`src/rtl/pmp_cfg_regfile_pkg.sv`:
```
// Shared types for the PMP configuration register file: region config layout, PMP modes,
// CSR bit positions of the packed cfg byte, and the clear-sequencer states.
package pmp_cfg_regfile_pkg;

  typedef enum logic [1:0] {
    PMP_MODE_OFF   = 2'd0,
    PMP_MODE_TOR   = 2'd1,
    PMP_MODE_NA4   = 2'd2,
    PMP_MODE_NAPOT = 2'd3
  } pmp_mode_e;

  typedef struct packed {
    logic      lock;
    pmp_mode_e mode;
    logic      exec;
    logic      write;
    logic      read;
  } pmp_cfg_t;

  localparam int unsigned CfgBitR      = 0;
  localparam int unsigned CfgBitW      = 1;
  localparam int unsigned CfgBitX      = 2;
  localparam int unsigned CfgBitModeLo = 3;
  localparam int unsigned CfgBitL      = 7;

  typedef enum logic {
    CLR_IDLE,
    CLR_ACTIVE
  } clr_state_e;

  // W without R is a reserved combination; it is stored as W = 0.
  function automatic pmp_cfg_t cfg_from_csr(input logic [7:0] w);
    pmp_cfg_t c;
    c.read  = w[CfgBitR];
    c.write = w[CfgBitW] & w[CfgBitR];
    c.exec  = w[CfgBitX];
    c.mode  = pmp_mode_e'(w[CfgBitModeLo +: 2]);
    c.lock  = w[CfgBitL];
    return c;
  endfunction

  function automatic logic [7:0] cfg_to_csr(input pmp_cfg_t c);
    logic [7:0] w;
    w                     = '0;
    w[CfgBitR]            = c.read;
    w[CfgBitW]            = c.write;
    w[CfgBitX]            = c.exec;
    w[CfgBitModeLo +: 2]  = c.mode;
    w[CfgBitL]            = c.lock;
    return w;
  endfunction

endpackage

```
`src/rtl/pmp_cfg_regfile_if.sv`:
```
// CSR request/ack port of the PMP register file: single-cycle request, response one cycle later.
interface pmp_csr_if #(
  parameter int IdxW  = 2,
  parameter int DataW = 32
);
  logic             req;
  logic             we;
  logic             sel;
  logic [IdxW-1:0]  idx;
  logic [DataW-1:0] wdata;
  logic             ack;
  logic             err;
  logic [DataW-1:0] rdata;

  modport master (output req, we, sel, idx, wdata, input ack, err, rdata);
  modport slave  (input req, we, sel, idx, wdata, output ack, err, rdata);
endinterface

```
`src/rtl/pmp_cfg_regfile_clr_fsm.sv`:
```
// Clear sequencer: walks regions 0..NumRegions-1, one per cycle, after a start pulse.
// busy is high for exactly NumRegions cycles; start is ignored while busy.
module pmp_clr_fsm
  import pmp_cfg_regfile_pkg::*;
#(
  parameter int NumRegions = 4,
  parameter int IdxW       = 2
) (
  input  logic            clk,
  input  logic            rst,
  input  logic            start,
  output logic            busy,
  output logic            clr_vld,
  output logic [IdxW-1:0] clr_idx
);

  localparam logic [IdxW-1:0] LastIdx = IdxW'(NumRegions - 1);

  clr_state_e      state_q, state_d;
  logic [IdxW-1:0] cnt_q, cnt_d;

  always_ff @(posedge clk or posedge rst) begin
    if (rst) begin
      state_q <= CLR_IDLE;
      cnt_q   <= '0;
    end else begin
      state_q <= state_d;
      cnt_q   <= cnt_d;
    end
  end

  always_comb begin
    state_d = state_q;
    cnt_d   = cnt_q;
    busy    = 1'b0;
    clr_vld = 1'b0;
    case (state_q)
      CLR_IDLE: begin
        if (start) begin
          state_d = CLR_ACTIVE;
          cnt_d   = '0;
        end
      end
      CLR_ACTIVE: begin
        busy    = 1'b1;
        clr_vld = 1'b1;
        if (cnt_q == LastIdx) begin
          state_d = CLR_IDLE;
          cnt_d   = '0;
        end else begin
          cnt_d = cnt_q + IdxW'(1);
        end
      end
      default: state_d = CLR_IDLE;
    endcase
  end

  assign clr_idx = cnt_q;

endmodule

```
`src/rtl/pmp_cfg_regfile.sv`:
```
// PMP cfg/addr register file with lock/TOR-lock enforcement and a sequenced clear.
// Optional PMP_CFG_PARITY_EN adds even parity per stored word and a sticky pmp_parity_err.
module pmp_cfg_regfile
  import pmp_cfg_regfile_pkg::*;
#(
  parameter bit PMPEnable     = 1'b1,
  parameter int PMPNumRegions = 4,
  parameter int PMPAddrWidth  = 32
) (
  input  logic                    clk,
  input  logic                    rst,
  pmp_csr_if.slave                csr,
  input  logic                    clr_req,
  output logic                    clr_busy,
  output pmp_cfg_t                pmp_cfg  [PMPNumRegions],
  output logic [PMPAddrWidth-1:0] pmp_addr [PMPNumRegions]
`ifdef PMP_CFG_PARITY_EN
  ,
  output logic                    pmp_parity_err
`endif
);

  localparam int RegIdxW = (PMPNumRegions > 1) ? $clog2(PMPNumRegions) : 1;
  localparam int IdxExtW = RegIdxW + 1;

  logic                    req_err;
  logic [PMPAddrWidth-1:0] rd_val;

  if (PMPEnable) begin : gen_en
    pmp_cfg_t                 cfg_q  [PMPNumRegions];
    logic [PMPAddrWidth-1:0]  addr_q [PMPNumRegions];
    logic [PMPNumRegions-1:0] addr_lock, cfg_we, addr_we, cfg_clr, addr_clr;
    logic                     clr_vld;
    logic [RegIdxW-1:0]       clr_idx;
    logic                     idx_bad, lock_hit, clr_start, wr_cfg, wr_addr;
    pmp_cfg_t                 cfg_wr;

    pmp_clr_fsm #(
      .NumRegions (PMPNumRegions),
      .IdxW       (RegIdxW)
    ) u_clr_fsm (
      .clk     (clk),
      .rst     (rst),
      .start   (clr_req),
      .busy    (clr_busy),
      .clr_vld (clr_vld),
      .clr_idx (clr_idx)
    );

    // A TOR region above borrows this region's address as its base, so its lock covers addr[g].
    for (genvar g = 0; g < PMPNumRegions; g++) begin : g_region
      if (g + 1 < PMPNumRegions) begin : g_tor
        assign addr_lock[g] = cfg_q[g].lock |
                              (cfg_q[g+1].lock & (cfg_q[g+1].mode == PMP_MODE_TOR));
      end else begin : g_top
        assign addr_lock[g] = cfg_q[g].lock;
      end
      assign cfg_we[g]   = wr_cfg  & (csr.idx == RegIdxW'(g));
      assign addr_we[g]  = wr_addr & (csr.idx == RegIdxW'(g));
      assign cfg_clr[g]  = clr_vld & (clr_idx == RegIdxW'(g)) & ~cfg_q[g].lock;
      assign addr_clr[g] = cfg_clr[g] & ~addr_lock[g];
    end

    assign idx_bad   = {1'b0, csr.idx} >= IdxExtW'(PMPNumRegions);
    assign lock_hit  = csr.we & (csr.sel ? addr_lock[csr.idx] : cfg_q[csr.idx].lock);
    assign clr_start = clr_req & ~clr_busy;
    assign req_err   = idx_bad | lock_hit | clr_busy | clr_start;
    assign wr_cfg    = csr.req & csr.we & ~csr.sel & ~req_err;
    assign wr_addr   = csr.req & csr.we &  csr.sel & ~req_err;
    assign cfg_wr    = cfg_from_csr(csr.wdata[7:0]);

    always_comb begin
      rd_val = '0;
      if (csr.sel) begin
        rd_val = addr_q[csr.idx];
      end else begin
        rd_val[7:0] = cfg_to_csr(cfg_q[csr.idx]);
      end
    end

    always_ff @(posedge clk or posedge rst) begin
      if (rst) begin
        for (int i = 0; i < PMPNumRegions; i++) begin
          cfg_q[i]  <= '0;
          addr_q[i] <= '0;
        end
      end else begin
        for (int i = 0; i < PMPNumRegions; i++) begin
          if (cfg_we[i]) begin
            cfg_q[i] <= cfg_wr;
          end else if (cfg_clr[i]) begin
            cfg_q[i] <= '0;
          end
          if (addr_we[i]) begin
            addr_q[i] <= csr.wdata;
          end else if (addr_clr[i]) begin
            addr_q[i] <= '0;
          end
        end
      end
    end

    assign pmp_cfg  = cfg_q;
    assign pmp_addr = addr_q;

`ifdef PMP_CFG_PARITY_EN
    logic [PMPNumRegions-1:0] cfg_par_q, addr_par_q;
    logic                     par_mismatch, par_err_q;

    always_ff @(posedge clk or posedge rst) begin
      if (rst) begin
        cfg_par_q  <= '0;
        addr_par_q <= '0;
      end else begin
        for (int i = 0; i < PMPNumRegions; i++) begin
          if (cfg_we[i]) begin
            cfg_par_q[i] <= ^cfg_wr;
          end else if (cfg_clr[i]) begin
            cfg_par_q[i] <= 1'b0;
          end
          if (addr_we[i]) begin
            addr_par_q[i] <= ^csr.wdata;
          end else if (addr_clr[i]) begin
            addr_par_q[i] <= 1'b0;
          end
        end
      end
    end

    always_comb begin
      par_mismatch = 1'b0;
      for (int i = 0; i < PMPNumRegions; i++) begin
        par_mismatch = par_mismatch | (^{cfg_q[i], cfg_par_q[i]}) |
                       (^{addr_q[i], addr_par_q[i]});
      end
    end

    always_ff @(posedge clk or posedge rst) begin
      if (rst) begin
        par_err_q <= 1'b0;
      end else begin
        par_err_q <= par_err_q | par_mismatch;
      end
    end

    assign pmp_parity_err = par_err_q;
`endif
  end else begin : gen_dis
    logic unused_inputs;

    assign req_err       = 1'b1;
    assign rd_val        = '0;
    assign clr_busy      = 1'b0;
    assign pmp_cfg       = '{default: '0};
    assign pmp_addr      = '{default: '0};
    assign unused_inputs = ^{clr_req, csr.we, csr.sel, csr.idx, csr.wdata};
`ifdef PMP_CFG_PARITY_EN
    assign pmp_parity_err = 1'b0;
`endif
  end

  // Every request is answered next cycle; an error answer never carries data.
  always_ff @(posedge clk or posedge rst) begin
    if (rst) begin
      csr.ack   <= 1'b0;
      csr.err   <= 1'b0;
      csr.rdata <= '0;
    end else begin
      csr.ack   <= csr.req;
      csr.err   <= csr.req & req_err;
      csr.rdata <= (csr.req & ~req_err & ~csr.we) ? rd_val : '0;
    end
  end

endmodule

```
`src/flat_wrapper.sv`:
```
// flat-port wrapper written by rule: the top's interface ports become plain ports
module pmp_cfg_regfile_flat import pmp_cfg_regfile_pkg::*;
#(
  parameter bit PMPEnable     = 1'b1,
  parameter int PMPNumRegions = 4,
  parameter int PMPAddrWidth  = 32
)
  (clk, rst, clr_req, clr_busy, pmp_cfg, pmp_addr, csr_req, csr_we, csr_sel, csr_idx, csr_wdata, csr_ack, csr_err, csr_rdata);
  pmp_csr_if csr_i ();
  input  logic clk;
  input  logic rst;
  input  logic clr_req;
  output logic clr_busy;
  output pmp_cfg_t pmp_cfg[PMPNumRegions];
  output logic [PMPAddrWidth-1:0] pmp_addr[PMPNumRegions];
  input wire logic [$bits(csr_i.req)-1:0] csr_req;
  input wire logic [$bits(csr_i.we)-1:0] csr_we;
  input wire logic [$bits(csr_i.sel)-1:0] csr_sel;
  input wire logic [$bits(csr_i.idx)-1:0] csr_idx;
  input wire logic [$bits(csr_i.wdata)-1:0] csr_wdata;
  output wire logic [$bits(csr_i.ack)-1:0] csr_ack;
  output wire logic [$bits(csr_i.err)-1:0] csr_err;
  output wire logic [$bits(csr_i.rdata)-1:0] csr_rdata;
  assign csr_i.req = csr_req;
  assign csr_i.we = csr_we;
  assign csr_i.sel = csr_sel;
  assign csr_i.idx = csr_idx;
  assign csr_i.wdata = csr_wdata;
  assign csr_ack = csr_i.ack;
  assign csr_err = csr_i.err;
  assign csr_rdata = csr_i.rdata;
  pmp_cfg_regfile #(.PMPEnable(PMPEnable), .PMPNumRegions(PMPNumRegions), .PMPAddrWidth(PMPAddrWidth)) u_core (.clk(clk), .rst(rst), .csr(csr_i), .clr_req(clr_req), .clr_busy(clr_busy), .pmp_cfg(pmp_cfg), .pmp_addr(pmp_addr));
endmodule
```
`config.mk`:
```
export PLATFORM = sky130hd
export DESIGN_NAME = pmp_cfg_regfile_flat
export DESIGN_NICKNAME = d
export VERILOG_FILES = /design/src/rtl/pmp_cfg_regfile_pkg.sv /design/src/rtl/pmp_cfg_regfile_if.sv /design/src/rtl/pmp_cfg_regfile_clr_fsm.sv /design/src/rtl/pmp_cfg_regfile.sv /design/src/flat_wrapper.sv
export SDC_FILE = /design/constraint.sdc
export NUM_CORES = 1
export LEC_CHECK = 0
export BUFFER_PORTS_ARGS = -buffer_cell sky130_fd_sc_hd__buf_2
export CAP_MARGIN = 20
export CORE_MARGIN = 2
export CORE_UTILIZATION = 55
export DETAILED_ROUTE_END_ITERATION = 10
export PLACE_DENSITY = 0.86
export SYNTH_ARGS = -nofsm -noshare
export SYNTH_HDL_FRONTEND = slang
export SYNTH_HIERARCHICAL = 1
export SYNTH_SLANG_ARGS = --single-unit
```
`constraint.sdc`:
```
create_clock -name clk -period 11.7 [get_ports clk]
set_clock_uncertainty 0.15 [all_clocks]
set_input_delay 1.17 -clock clk [delete_from_list [all_inputs] [get_ports clk]]
set_output_delay 1.17 -clock clk [all_outputs]
set_load 0.01 [all_outputs]
```
=== After elaboration in Yosys (flattened, before gate mapping) ===
Index checks and enable logic that the tools add are counted.

* Word-level logic and storage cells: 139
* Latch bits: 0
* Bits in read-only memories: 0
* RAM bits: 0
* Output and inout bits: 187
* Memories kept: 0
* Flip-flop bits (word level): 189

* Equality and inequality tests: 10
* $mul: 0
* Bitwise gates (word level): 52
* Muxes and demuxes: 35
* Shifts and indexed selects: 0
* Add/sub/neg operators: 1
* Magnitude comparators: 2
* Divide/modulo/power cells: 0
* Reductions and logical operators: 10

{| class="wikitable"
|+ Operators with widths
! cell !! number
|-
| 32-bit two-way mux || 11
|-
| 32-bit binary-select mux with 2-bit select || 1
|-
| 6-bit two-way mux || 10
|-
| 1-bit AND || 34
|-
| 24-bit two-way mux || 1
|-
| 2-bit nonzero test || 8
|-
| 6-bit binary-select mux with 2-bit select || 1
|-
| 1-bit inverter || 12
|-
| 2-bit by 1-bit == test with 1-bit output, second input constant || 5
|-
| 2-bit == test, second input constant || 4
|-
| 8-bit two-way mux || 1
|-
| 1-bit two-way mux || 5
|-
| 1-bit OR || 5
|-
| 2-bit logical NOT || 2
|-
| 2-bit two-way mux || 2
|-
| 2-bit case mux with 2 select lines || 1
|-
| 3-bit >= comparator, second input constant || 1
|-
| 2-bit by 3-bit less-than comparator with 1-bit output, second input constant || 1
|-
| 2-bit inverter with 3-bit output || 1
|-
| 2-bit by 1-bit adder with 2-bit output, second input constant || 1
|-
| 1-bit binary-select mux with 2-bit select || 1
|-
| 2-bit != test, second input constant || 1
|-
| 1-bit case mux with 2 select lines || 1
|}

=== Longest topological paths before layout ===
Gate-level depths: netlist (run 1).

* Depth in word-level cells: 13
* Depth in mapped cells: 8
* Mapped depth without buffers: 4

=== Hierarchy ===
The synthesis (run 1) kept the hierarchy.

{| class="wikitable"
|+ By module, submodules not included
! module !! area each (um^2) !! cells each !! sequential area each (um^2) !! times used
|-
| pmp_cfg_regfile || 8461.9 || 705 || 4654.5 || 1
|-
| pmp_clr_fsm || 138.9 || 11 || 75.1 || 1
|}

=== Worst setup path before layout (run 1) ===
No wires, ideal clock.

* Kind: input port to flip-flop
* Start: input csr_idx[1]
* End: register u_core.gen_en.cfg_q (netlist bit u_core/pmp_cfg[19])
* Cell stages on the path: 6
* Setup slack: 8.928 ns
* Arrival time: 2.540 ns
* Cell sequence: buf_2 mux4_2 nor4b_2 buf_2 nand3_1 o21ai_0

* Longest elaborated chain between the ends: 12
* Elaborated cells on any way between the ends: 16

{| class="wikitable"
|+ RTL lines
! item !! RTL line !! source
|-
| start: declaration || flat_wrapper.sv:19 || <nowiki>input wire logic [$bits(csr_i.idx)-1:0] csr_idx;</nowiki>
|-
| 2-bit inverter with 3-bit output (not written as such) || pmp_cfg_regfile.sv:65 || <nowiki>assign lock_hit = csr.we & (csr.sel ? addr_lock[csr.idx] : cfg_q[csr.idx].lock);</nowiki>
|-
| 6-bit binary-select mux with 2-bit select || pmp_cfg_regfile.sv:65 ||
|-
| 6-bit two-way mux (not written as such) (2 in series) || pmp_cfg_regfile.sv:65 ||
|-
| 1-bit two-way mux || pmp_cfg_regfile.sv:65 ||
|-
| 1-bit AND || pmp_cfg_regfile.sv:65 ||
|-
| 1-bit OR (2 in series) || pmp_cfg_regfile.sv:67 || <nowiki>assign req_err = idx_bad | lock_hit | clr_busy | clr_start;</nowiki>
|-
| 1-bit inverter || pmp_cfg_regfile.sv:68 || <nowiki>assign wr_cfg = csr.req & csr.we & ~csr.sel & ~req_err;</nowiki>
|-
| 1-bit AND || pmp_cfg_regfile.sv:68 ||
|-
| 1-bit AND (*) || pmp_cfg_regfile.sv:58 || <nowiki>assign cfg_we[g] = wr_cfg & (csr.idx == RegIdxW'(g));</nowiki>
|-
| 6-bit two-way mux or 2-bit nonzero test (tied branches) || n/a ||
|-
| end signal: indexed assignment || pmp_cfg_regfile.sv:90 || <nowiki>cfg_q[i] <= cfg_wr;</nowiki>
|-
| end: declaration || pmp_cfg_regfile.sv:30 || <nowiki>pmp_cfg_t cfg_q [PMPNumRegions];</nowiki>
|}

Mark *: on every way between the ends. The rest lies on a longest branch, timed or not. The select of a mux whose other input is x is not followed.
A chain may end at the register's enable or synchronous reset.

=== Worst setup path in the final report (run 1) ===
* Start: input csr_idx[0]
* End: register u_core.gen_en.addr_q (netlist bit u_core/pmp_addr[21])

* Longest elaborated chain between the ends: 12
* Elaborated cells on any way between the ends: 16

{| class="wikitable"
|+ RTL lines
! item !! RTL line !! source
|-
| 2-bit inverter with 3-bit output (not written as such) || pmp_cfg_regfile.sv:65 ||
|-
| 6-bit binary-select mux with 2-bit select || pmp_cfg_regfile.sv:65 ||
|-
| 6-bit two-way mux (not written as such) (2 in series) || pmp_cfg_regfile.sv:65 ||
|-
| 1-bit two-way mux || pmp_cfg_regfile.sv:65 ||
|-
| 1-bit AND || pmp_cfg_regfile.sv:65 ||
|-
| 1-bit OR (2 in series) || pmp_cfg_regfile.sv:67 ||
|-
| 1-bit inverter || pmp_cfg_regfile.sv:69 || <nowiki>assign wr_addr = csr.req & csr.we & csr.sel & ~req_err;</nowiki>
|-
| 1-bit AND || pmp_cfg_regfile.sv:69 ||
|-
| 1-bit AND (*) || pmp_cfg_regfile.sv:59 || <nowiki>assign addr_we[g] = wr_addr & (csr.idx == RegIdxW'(g));</nowiki>
|-
| 32-bit two-way mux or 2-bit nonzero test (tied branches) || n/a ||
|-
| end signal: indexed assignment || pmp_cfg_regfile.sv:95 || <nowiki>addr_q[i] <= csr.wdata;</nowiki>
|-
| end: declaration || pmp_cfg_regfile.sv:31 || <nowiki>logic [PMPAddrWidth-1:0] addr_q [PMPNumRegions];</nowiki>
|}

Marked as above.

==> results of run 1 <==
## through the flow
stage / setup slack, ns / power, uW
after floorplan: 5.32 / 919
after global placement: 7.71 / 1030
after detailed placement: 7.65 / 1030
after CTS: 8.06 / 1610
after global routing: 7.87 / 1660
final: 8.08 / 1600
## per-layer routing
metal	global-route usage, %	up-vias	wire, um
li1	-	2853	-
met1	37.4	3331	9360
met2	46.1	312	11300
met3	6.52	48	1570
met4	11.3	0	535
met5	0	-	0
## how the worst max path moves through the flow
| stage | startpoint | to | slack (ns) | depth (start not counted) |
|---|---|---|---|---|
| after global placement | csr_idx[0] | u_core/pmp_addr[18] | 7.71 | 6 |
| after floorplan | rst | u_core/csr.ack | 5.32 | 1 |
| after global routing | csr_idx[0] | u_core/pmp_addr[20] | 7.87 | 6 |
| final | csr_idx[0] | u_core/pmp_addr[21] | 8.08 | 6 |
| after detailed placement | csr_idx[0] | u_core/pmp_addr[29] | 7.65 | 6 |
| after CTS | csr_idx[0] | u_core/pmp_addr[20] | 8.06 | 6 |
## cells by family after synthesis
| logic type | count (synthesis) | synth area share, % |
|---|---|---|
| DFF | 189 | 55.0 |
| adders and majority gates | 1 | 0.145 |
| buffers and inverters | 84 | 4.12 |
| and+or+nand+nor | 235 | 12.3 |
| AOI/OAI and AO/OA | 41 | 3.59 |
| muxes | 166 | 24.8 |
## state kept, by name (all words and copies together), names as in the netlist
signal,cells
u_core/gen_en.u_clr_fsm/clr_idx,2
u_core/pmp_cfg,24
u_core/csr.rdata,32
u_core/gen_en.u_clr_fsm/state_q,1
u_core/pmp_addr,128
u_core/csr.err,1
u_core/csr.ack,1
## placed cells by master, fill, tap and decap left out, types with 6 or more instances in the layout
master     count
clkbuf_16     17
nor2b_1       26
buf_2        225
mux4_2        38
inv_1         33
buf_4         12
nand2_1      177
clkbuf_8       6
o21ai_0       20
a21oi_1        7
dfrtp_1      189
mux2i_1      128
## worst max-delay path, delay by kind of cell
kind,cells,cell delay [ns]
multiplexers,1,0.21
AO/OA/AOI/OAI,2,1.04
AND/OR/NAND/NOR,1,0.25
buffers and inverters,2,1.11
## power by group
group | switching [uW] | internal, uW
combinational | 203 | 89.5
clock | 247 | 329
sequential | 42.6 | 691
## final cells by class
class / count / area [sq um] / share of cell area [%]
sequential: 189 / 4730 / 45.1
multi-input combinational: 443 / 3540 / 33.8
timing repair buffer: 237 / 1220 / 11.6
clock buffer: 25 / 515 / 4.92
tap: 211 / 264 / 2.52
inverter: 35 / 139 / 1.32
clock inverter: 7 / 77.6 / 0.740
==> flow_summary_export.csv, run 1 <==
group,metric,value,unit
power,power_leakage,0.00623,uW
clock_network,path_clk_slew,0.07,ns
clock_network,cts.repair.resized,0,
detailed_routing,vias,6544,
setup_path,r2r_start,"u_core/gen_en.u_clr_fsm/state_q",
finish,final_layout_size_suffix_gt1_share,34.0,%
power,ir_drop,0.000146,V
setup_path,slowest_delay,0.66,ns
logic_synthesis,synthArstFlopShare,100,%
global_route,grt_pass1_wl,35.5,mm
setup_path,slowest_stage,"buf_4",
sta,worstMarginPinSlew,1.01,ns
clock_network,clockBufferDepth,2,
min_path,hold_end,"u_core/pmp_addr[112]",
finish,fin_nets,964,
placement,port_buffers,226,
logic_synthesis,synth_edf_count,0,
clock_network,cts_tree,"built",
clock_network,ctsHoldBuffers,0,
logic_synthesis,synth-seq-cells,189,
setup_path,path_cells,"buf_4, nand2b_1, o32ai_4, o2111ai_4, buf_4, mux2i_1",
finish,layout.cells.non_filler,1147,
clock_network,post-cts-setup-buffers,0,
finish,num_antenna_cells,0,
min_path,min-delay-start,"u_core/pmp_addr[112]",
power,pwr_density_cell,153,nW/um^2
logic_synthesis,ys_types,39,
sta,tns,0,ns
placement,post_dp_cell_area,9890,sq um
setup_path,r2r_setup_slack,8.95,ns
sta,maxSlewViolCount,0,
die,coreArea,15300,sq um
global_route,antenna_found_initial,0,
sta,setup_viol,0,
die,die_h,129,um
die,die_area,16700,sq um
setup_path,start_kind,"input pin",
setup_path,critical_path.most_common_cell,"buf_4",
placement,dpl.hpwl,14.9,mm
logic_synthesis,yosysTopAreaCellShare,55.0,%
global_route,grt_pass1_vias,6561,
logic_synthesis,postSynthAreaPerCell,12.0,sq um
sta,rsz0062_at_grt,"false",
detailed_routing,via_per_inst,5.71,
detailed_routing,drt_iter0_markers,453,
logic_synthesis,synthFlopType,"dfrtp_1",
sta,fin_crit,3.62,ns
clock_network,cts.sinks,189,
placement,routabilityCongestion,0.870,
sta,fmax,277,MHz
die,start_util,56.4,%
clock_network,ctsRootBufferMaster,"clkbuf_16",
sta,relSlewSlack,32.9,%
global_route,grt-ovfl-total,0,
sta,finalHoldViolCount,0,
logic_synthesis,ys_seq_area_share,55.0,%
die,chipWidth,129,um
setup_path,r2r-end,"u_core/pmp_addr[21]",
setup_path,rr_worst_depth,5,
global_route,grt_usage,28.3,%
logic_synthesis,synthTopCellsByCount,"189 x dfrtp_1, 177 x nand2_1, 128 x mux2i_1, 38 x mux4_2, 34 x inv_1",
sta,fin_crit_sh,30.9,%
clock_network,cts_buffers,17,
detailed_routing,route.detailed.drc,0,
detailed_routing,routed_wl,22.8,mm
logic_synthesis,syn-instance-count,716,
status,status,"finished, final reports clean",
die,rows,45,
min_path,min_path_type,"register to register",
finish,fillers,1109,
logic_synthesis,ys_warn_count,6,
setup_path,worstPathArrival,3.82,ns
logic_synthesis,synth_area_leaders,"dfrtp_1 55%, mux2i_1 15%, mux4_2 10%",
logic_synthesis,yosysMostFrequentCell,"dfrtp_1",
setup_path,critPathMaxFanout,45,
logic_synthesis,yosysTopAreaCell,"dfrtp_1",
setup_path,cp.required,11.90,ns
job,drv_cap,0,
detailed_routing,wl_per_cell,19.9,um
global_route,grt_max_degree,107,
setup_path,path_class,"input pin to register",
logic_synthesis,netlist_area,8600,sq um
detailed_routing,antenna_left,0,
finish,postLayoutCoreUtil,68.7,%
clock_network,clk_latency,0.43,ns
logic_synthesis,syn_nets,757,
sta,hold_ws,0.394,ns
die,io_pins,227,
finish,design_area,10500,sq um
finish,syn2layout_area_growth,21.9,%
clock_network,htreeDepth,4,
setup_path,critPathCaptureType,"register",
detailed_routing,drt_pass1_iterations,5,
min_path,hold_depth,2,
placement,placed_cells,1115,
No activity file was read; power rests on OpenSTA's default activity.
==> run 2: changes to the inputs <==
Settings changed: ABC_AREA set to 1, CORE_UTILIZATION 55 to 48, PLACE_DENSITY 0.86 to 0.8.
Clock period 11.7 ns to 3.2 ns, I/O delays scaled along.
==> flow_summary_export.csv, run 2 <==
group,metric,value,unit
status,status,"finished, final reports clean",
finish,design_area,10600,sq um
detailed_routing,drt_iter0_markers,1222,
min_path,hold_end,"u_core/pmp_addr[18]",
power,pwr_density_cell,594,nW/um^2
setup_path,path_class,"input pin to register",
detailed_routing,vias,8717,
die,coreArea,17400,sq um
global_route,grt_pass1_vias,8016,
detailed_routing,route.detailed.drc,0,
finish,largest_register_ffs,128,
global_route,grt_max_degree,108,
clock_network,cts.sinks,189,
clock_network,clockBufferDepth,2,
logic_synthesis,synth-seq-cells,189,
logic_synthesis,synthArstFlopShare,100,%
min_path,hold_depth,3,
logic_synthesis,ys_warn_count,6,
global_route,grt_pass1_wl,44.1,mm
global_route,grt-ovfl-total,0,
detailed_routing,via_per_inst,6.35,
logic_synthesis,synth_xor_area_share,0,%
detailed_routing,drt_pass1_iterations,5,
setup_path,critPathMaxFanout,75,
logic_synthesis,synth_area_leaders,"dfrtp_1 55%, nand4_1 12%, nand3_1 9.0%",
logic_synthesis,syn_nets,991,
sta,fin_crit,2.62,ns
clock_network,ctsRootBufferMaster,"clkbuf_16",
sta,worstMarginPinSlew,0.843,ns
clock_network,path_clk_slew,0.07,ns
detailed_routing,wl_per_cell,21.0,um
sta,rsz0062_at_grt,"false",
die,rows,48,
min_path,min_path_type,"input pin to register",
sta,setup_viol,0,
logic_synthesis,ys_seq_area_share,55.1,%
logic_synthesis,ys_types,26,
logic_synthesis,synthFlopType,"dfrtp_1",
min_path,min-delay-start,"csr_wdata[18]",
logic_synthesis,yosysMostFrequentCell,"dfrtp_1",
global_route,antenna_found_initial,1,
clock_network,cts_tree,"built",
finish,postLayoutCoreUtil,60.8,%
sta,maxSlewViolCount,0,
finish,fin_nets,1174,
logic_synthesis,synthTopCellsByCount,"189 x dfrtp_1, 178 x nand2_1, 162 x nand4_1, 154 x nand3_1, 54 x a22oi_1",
die,chipWidth,138,um
detailed_routing,antenna_left,0,
placement,dpl.hpwl,18.4,mm
logic_synthesis,syn-instance-count,950,
sta,fin_crit_sh,81.8,%
setup_path,worstPathArrival,2.80,ns
global_route,grt_usage,30.2,%
placement,port_buffers,226,
power,power_leakage,0.00575,uW
die,die_area,19000,sq um
power,ir_drop,0.000386,V
placement,dp_slack,0.440,ns
logic_synthesis,yosysTopAreaCell,"dfrtp_1",
logic_synthesis,postSynthAreaPerCell,9.04,sq um
setup_path,rr_worst_depth,11,
job,drv_cap,0,
placement,post_dp_cell_area,9940,sq um
setup_path,start_kind,"input pin",
sta,fmax,382,MHz
logic_synthesis,synth.area.mux_share,0,%
logic_synthesis,synth_edf_count,0,
die,io_pins,227,
placement,routabilityCongestion,0.949,
setup_path,r2r_start,"u_core/pmp_cfg[17]",
setup_path,critPathCaptureType,"register",
die,die_h,138,um
logic_synthesis,synthAdderAreaFrac,0.146,%
finish,mostFrequentLayoutCell,"buf_2",
die,start_util,49.3,%
sta,fin_ws,0.584,ns
finish,final_cell_mix,"226 x buf_2, 189 x dfrtp_1, 178 x nand2_1",
detailed_routing,routed_wl,28.9,mm
setup_path,r2r-end,"u_core/pmp_addr[117]",
clock_network,htreeDepth,4,
logic_synthesis,synth_top_family_by_area,"simple AND/OR/NAND/NOR gates",
clock_network,clk_latency,0.44,ns
clock_network,cts_buffers,17,
logic_synthesis,synth-compound-area-share,7.84,%
finish,syn2layout_area_growth,23.2,%
setup_path,r2r_setup_slack,0.68,ns
sta,finalHoldViolCount,0,
finish,final_layout_size_suffix_gt1_share,26.4,%
setup_path,cp.required,3.38,ns
sta,relSlewSlack,43.8,%
logic_synthesis,yosysTopAreaCellShare,55.1,%
clock_network,post-cts-setup-buffers,0,
sta,tns,0,ns
logic_synthesis,yosys.area_share.simple,30.9,%
logic_synthesis,netlist_area,8590,sq um
-- run 2: cell types whose count changed in the layout (fill, tap and decap cells not counted), sizes merged, moves of 23 or more --
| cell | delta |
|---|---|
| mux4 | -38 |
| nor2b | -26 |
| nand4 | +162 |
| nand3 | +150 |
| buf | +24 |
| mux2i | -128 |
| nor3 | +23 |
| a22oi | +54 |
-- run 2: per-layer routing --
layer,routed length (um),vias to the layer above,track usage (%)
li1,-,3821,-
met1,11500,4178,43.0
met2,13400,633,44.3
met3,3150,85,6.95
met4,852,0,12.9
met5,0,-,0
-- run 2: area by class of cell --
cell class | count | area (sq um)
Clock inverter | 12 | 136
Inverter | 24 | 93.8
Clock buffer | 20 | 457
Antenna cell | 1 | 2.50
Multi-Input combinational cell | 637 | 3370
Tap cell | 225 | 282
Fill cell | 1485 | 6830
Sequential cell | 189 | 4730
Timing Repair Buffer | 264 | 1510
-- run 2: worst max-delay path by stage --
stage / start / endpoint / cells after the start
2_1_floorplan: rst / u_core/csr.ack / 1
3_3_place_gp: csr_idx[0] / u_core/pmp_addr[112] / 12
3_5_place_dp: csr_idx[0] / u_core/pmp_addr[111] / 12
4_1_cts: csr_req / u_core/pmp_addr[53] / 9
5_1_grt: csr_req / u_core/pmp_addr[53] / 9
6_report: csr_req / u_core/pmp_addr[53] / 9
-- run 2: stage by stage --
stage / power (uW) / hold WS [ns] / std cells
6_report: 6290 / 0.0216 / 1372
5_1_grt: 6540 / 0.0248 / 1372
4_1_cts: 6290 / 0.00814 / 1370
3_5_place_dp: 4180 / 0.0736 / 1335
3_3_place_gp: 4140 / 0.0680 / 1335
2_1_floorplan: 3620 / -0.0764 / 950
-- run 2: where the power goes --
part	leakage, uW	switching (uW)	internal (uW)
clock network	0.000288	933	1200
registers	0.00257	285	2670
logic	0.00288	766	437
-- run 2: worst max-delay path, cell delays in order --
cell and delay, ns:
dlygate4sd3_1 0.54, buf_2 0.15, inv_1 0.09, nor3_2 0.32, buf_4 0.68, nand4_1 0.24
buf_4 0.27, nand3_1 0.11, nand2_1 0.06
-- run 2: what timing repair did --
action	4_1_cts	5_1_grt
hold buffers	3	0
resized for setup	0	0
endpoints found under the hold margin	40	0
-- run 2: cells by family (layout without fill, tap and decap cells) --
group	after synthesis	count (layout)
DFF	189	189
and+or+nand+nor	535	535
buffers and inverters	124	320
adders and majority gates	1	1
AOI/OAI and AO/OA	101	101
other	0	1
